`config.mk`:
```
export PLATFORM = sky130hd
export DESIGN_NAME = pll_reset_seq
export DESIGN_NICKNAME = d
export VERILOG_FILES = /design/src/rtl/pll_pkg.sv /design/src/rtl/ce_div.sv /design/src/rtl/pll_reset_seq.sv
export SDC_FILE = /design/constraint.sdc
export NUM_CORES = 1
export LEC_CHECK = 0
export BUFFER_PORTS_ARGS = -buffer_cell sky130_fd_sc_hd__buf_4
export CAP_MARGIN = 20
export CORE_MARGIN = 2
export CORE_UTILIZATION = 54
export CTS_BUF_LIST = sky130_fd_sc_hd__clkbuf_16
export CTS_CLUSTER_DIAMETER = 60
export DETAILED_ROUTE_END_ITERATION = 16
export PLACE_DENSITY = 0.86
export SYNTH_ARGS = -nofsm -noshare
export SYNTH_HDL_FRONTEND = slang
export SYNTH_HIERARCHICAL = 1
export SYNTH_SLANG_ARGS = --single-unit
```
`constraint.sdc`:
```
create_clock -name clk -period 2.2 [get_ports clk]
set_input_delay 0.22 -clock clk [delete_from_list [all_inputs] [get_ports clk]]
set_output_delay 0.22 -clock clk [all_outputs]
set_load 0.005 [all_outputs]
```
`src/rtl/pll_pkg.sv`:
```
// Shared types and constants for the PLL reset sequencer.
package pll_pkg;
  typedef enum logic [1:0] {
    WAIT_LOCK = 2'd0,
    FILTER    = 2'd1,
    HOLD      = 2'd2,
    RUN       = 2'd3
  } pll_state_t;

  localparam int LOST_W = 8;
  localparam int CNT_W  = 16;
endpackage

```
`src/rtl/ce_div.sv`:
```
// One clock-enable channel: counts 0..D-1 while enabled and strobes on wrap.
module ce_div #(
  parameter int DIV_W = 8
) (
  input  logic             clk,
  input  logic             reset_n,
  input  logic             en,
  input  logic [DIV_W-1:0] div,
  output logic             ce
);
  logic [DIV_W-1:0] cnt;
  logic             wrap;

  // D of 0 or 1 strobes every cycle; a ratio lowered below the count wraps at once.
  assign wrap = (div <= DIV_W'(1)) || (cnt >= div - DIV_W'(1));
  assign ce   = en & wrap;

  always_ff @(posedge clk or negedge reset_n) begin
    if (!reset_n)        cnt <= '0;
    else if (!en || wrap) cnt <= '0;
    else                 cnt <= cnt + DIV_W'(1);
  end
endmodule

```
`src/rtl/pll_reset_seq.sv`:
```
// Sequences downstream reset release after a filtered PLL lock and drives
// per-channel clock enables once running.
module pll_reset_seq
  import pll_pkg::*;
#(
  parameter int LOCK_FILTER = 16,
  parameter int RESET_HOLD  = 32,
  parameter int NUM_CE      = 2,
  parameter int DIV_W       = 8
) (
  input  logic                    clk,
  input  logic                    reset_n,
  input  logic                    locked,
  input  logic [NUM_CE*DIV_W-1:0] div_ratio,
  output logic                    sys_reset,
  output logic                    ready,
  output logic [NUM_CE-1:0]       ce,
  output logic [LOST_W-1:0]       lost_count
);
  localparam logic [CNT_W-1:0] FILT_END = CNT_W'(LOCK_FILTER);
  localparam logic [CNT_W-1:0] HOLD_END = CNT_W'(RESET_HOLD);

  pll_state_t       state;
  logic [1:0]       sync;
  logic             lock_s;
  logic [CNT_W-1:0] cnt;

  assign lock_s = sync[1];

  // sys_reset/ready default to "in reset" and are only released on the
  // paths that land in (or stay in) RUN, so they track the next state.
  always_ff @(posedge clk or negedge reset_n) begin
    if (!reset_n) begin
      sync       <= '0;
      state      <= WAIT_LOCK;
      cnt        <= '0;
      sys_reset  <= 1'b1;
      ready      <= 1'b0;
      lost_count <= '0;
    end else begin
      sync      <= {sync[0], locked};
      sys_reset <= 1'b1;
      ready     <= 1'b0;
      case (state)
        WAIT_LOCK: if (lock_s) begin
          state <= FILTER;
          cnt   <= CNT_W'(1);
        end
        FILTER: if (!lock_s) begin
          state <= WAIT_LOCK;
          cnt   <= '0;
        end else if (cnt == FILT_END) begin
          state <= HOLD;
          cnt   <= CNT_W'(1);
        end else begin
          cnt <= cnt + CNT_W'(1);
        end
        HOLD: if (!lock_s) begin
          state <= WAIT_LOCK;
          cnt   <= '0;
        end else if (cnt == HOLD_END) begin
          state     <= RUN;
          cnt       <= '0;
          sys_reset <= 1'b0;
          ready     <= 1'b1;
        end else begin
          cnt <= cnt + CNT_W'(1);
        end
        RUN: if (!lock_s) begin
          state <= WAIT_LOCK;
          if (lost_count != {LOST_W{1'b1}}) lost_count <= lost_count + LOST_W'(1);
        end else begin
          sys_reset <= 1'b0;
          ready     <= 1'b1;
        end
        default: begin
          state <= WAIT_LOCK;
          cnt   <= '0;
        end
      endcase
    end
  end

  for (genvar i = 0; i < NUM_CE; i++) begin : g_ce
    ce_div #(.DIV_W(DIV_W)) u_div (
      .clk     (clk),
      .reset_n (reset_n),
      .en      (ready),
      .div     (div_ratio[i*DIV_W +: DIV_W]),
      .ce      (ce[i])
    );
  end
endmodule

```
==> results.py <==
metrics = {
    "floorplanning": {
        "fp.coreArea_um2": 5510,
        "die-height_um": 79.6,
        "initial_core_util": 0.561,
        "io_pins": 31,
        "rows": 27,
        "die_w_um": 79.6,
        "die-area_um2": 6340,
    },
    "placed_design": {
        "place_area_um2": 3730,
        "gp_congestion": 0.834,
        "place_hpwl_um": 4780,
        "io_buffers": 30,
    },
    "clocking": {
        "clock-sinks": 46,
        "numCtsBuffers": 5,
        "cts_buffer_depth": 2,
        "htree_levels": 2,
        "clk_latency_ns": 0.29,
        "cts_tree": "yes",
        "path_clk_slew_ns": 0.06,
        "clockRootBuffer": "clkbuf_16",
    },
    "min_path": {
        "hold_class": "in -> reg",
        "hold-path-endpoint": "sync[0]",
        "hold_depth": 1,
        "holdCritStartpoint": "locked",
    },
    "synth": {
        "netlist_area_um2": 3090,
        "synth-seq-cells": 46,
        "ys.flop_type": "dfrtp_1",
        "yosysWarnings": 6,
        "avgSynthCellArea_um2": 10.0,
        "synth.area.top_cells": "dfrtp_1 36%, ha_1 13%, xnor2_1 6.8%",
        "seq_area_frac_synth": 0.373,
        "synth_fp_nets": 358,
        "synth_edf_count": 0,
        "syn_inst": 308,
        "ys_types": 57,
        "async_flop_share": 1.00,
        "synth.top_cell.area_share": 0.365,
        "synth_top_cell_by_area": "dfrtp_1",
    },
    "critical_path": {
        "path_cells": "buf_6 -> or4_4 -> nor4_4 -> xnor2_1 -> ha_1 -> a21oi_1 -> o21ai_2 -> a21oi_1 -> a21boi_1 -> buf_4",
        "cp_data_required_time_ns": 1.98,
        "crit_family": "simple AND/OR/NAND/NOR gates",
        "worst-r2r-cell-count": 5,
        "rr_endpoint": "state[1]",
        "critPathMaxStageDelay_ns": 0.55,
        "cp_slowest_cell": "or4_4",
        "crit_type": "in -> out",
        "crit_fanout": 2,
        "worstSetupPathDepth": 10,
        "crit_buf_inv": 2,
        "critPathArrivalTime_ns": 2.18,
        "worst-r2r-setup-slack_ns": 0.08,
        "critical_path.most_common_cell": "a21oi_1",
        "r2r_start": "cnt[10]",
        "cp-end-kind": "output port",
        "startpoint_type": "input pin",
    },
    "finish": {
        "nets": 432,
        "layout_commonest_cell": "buf_4",
        "postLayoutCellArea_um2": 4040,
        "area_growth_pct": 30.7,
        "diodes": 0,
        "layout_common_cells": "64 x buf_4, 45 x dfrtp_1, 29 x ha_1",
        "drive_above_1_share": 0.355,
    },
    "drt": {
        "viasPerCell": 5.59,
        "vias": 2545,
        "first_pass_iters": 4,
        "wl_um": 6800,
        "ant_nets": 0,
        "initialDrtViolationCount": 136,
        "wl_per_cell_um": 14.9,
        "post-route-drc-count": 0,
    },
    "grt": {
        "grt.overflow.total": 0,
        "grt_max_degree": 47,
        "antenna_found_initial": 0,
        "grt_pass1_wl_um": 10800,
        "grtUsageTotal": 0.216,
        "grt_pass1_vias": 2460,
    },
    "sta": {
        "clock_skew_ns": 0.00666,
        "slew_violations": 0,
        "fin_setup_tns_ns": -0.363,
        "hold_viol_final": 0,
        "rsz0062_at_grt": "yes",
        "setup_slack_ns": -0.201,
        "fmax_ghz": 0.416,
        "whs_ns": 0.0400,
        "setup_viol_count_final": 2,
        "finalCritPeriodShare": 1.09,
        "tightest_slew_ns": 0.569,
        "relSlewSlack": 0.620,
        "period_needed_ns": 2.40,
    },
    "run": {
        "cap_viol_max_count": 0,
    },
    "power_and_ir_drop": {
        "total_power_mw": 2.92,
        "peakVddDrop_uv": 656,
        "power.leakage_nw": 1.80,
        "powerDensity_nw_per_um2": 722,
    },
    "outcome": {
        "outcome": "finished, violations left",
        "violations": "setup timing",
    },
}
-- worst max path at each step --
stage                     slack, ns     startpoint                    to
after global placement        -0.25  div_ratio[10]  g_ce[1].u_div/cnt[1]
final                         -0.20   div_ratio[4]                 ce[0]
after CTS                     -0.16  div_ratio[10]                 ce[1]
after global routing          -0.27   div_ratio[4]                 ce[0]
after detailed placement      -0.36  div_ratio[10]  g_ce[1].u_div/cnt[4]
after floorplan               -0.06  div_ratio[10]  g_ce[1].u_div/cnt[1]
-- logic make-up after synthesis --
group,count (synthesis),share of synthesized area
compound gates,48,0.122
xor+xnor,38,0.108
fa+ha+maj,31,0.126
buf+inv,20,0.0296
flops,46,0.373
mux,2,0.00729
simple gates,123,0.235
-- report_power, final --
group | internal [mW] | switching, mW | total (mW)
registers | 0.930 | 0.0909 | 1.02
clock network | 0.427 | 0.326 | 0.753
logic | 0.528 | 0.614 | 1.14
-- layer usage --
metal	vias to the layer above	part of all wire	track usage
met5	-	0	0
met4	0	0.013	0.0621
met3	8	0.030	0.0373
met2	44	0.51	0.383
met1	1236	0.45	0.268
li1	1257	-	-
-- metrics by stage --
step	cells	setup slack [ns]	utilization
2_1_floorplan	308	-0.0593	-
3_3_place_gp	445	-0.250	0.678
3_5_place_dp	445	-0.356	0.678
4_1_cts	454	-0.159	0.715
5_1_grt	455	-0.270	0.733
6_report	455	-0.201	0.733
-- what timing repair did --
action	4_1_cts	5_1_grt
hold buffers	1	0
setup endpoints to repair	10	11
buffers inserted	0	1
hold endpoints to repair	45	0
pin swaps	1	9
gates resized for setup	11	20
-- cells in the mapped netlist (3+ instances only) --
cell type / number
o211ai_1: 4
a21oi_1: 11
nor3_1: 17
and2_1: 7
nand4_1: 9
o21ai_0: 6
a21oi_2: 9
nor2b_1: 5
and3_1: 7
xnor2_1: 24
clkbuf_1: 3
nor4_1: 3
nor3b_1: 3
nor4_2: 3
inv_1: 14
nand3_1: 12
nand2b_1: 3
nand2_1: 20
or4_4: 4
nor2_1: 13
ha_1: 31
xor2_1: 14
dfrtp_1: 45
-- sequential cells by signal, indices dropped and copies added (netlist names) --
signal and flops:
sys_reset 1, lost_count 8, cnt 16, sync 2, state 2, g_ce.u_div/cnt 16, ready 1
-- final cells by class --
cell class	count	area [um2]
fillers	359	1470
repair buffers	73	598
multi-input cells	242	1990
inverters	14	52.6
clock inverters	3	25.0
flip-flops and latches	46	1150
clock buffers	5	125
well taps	72	90.1
No activity file was read; power rests on OpenSTA's default activity.
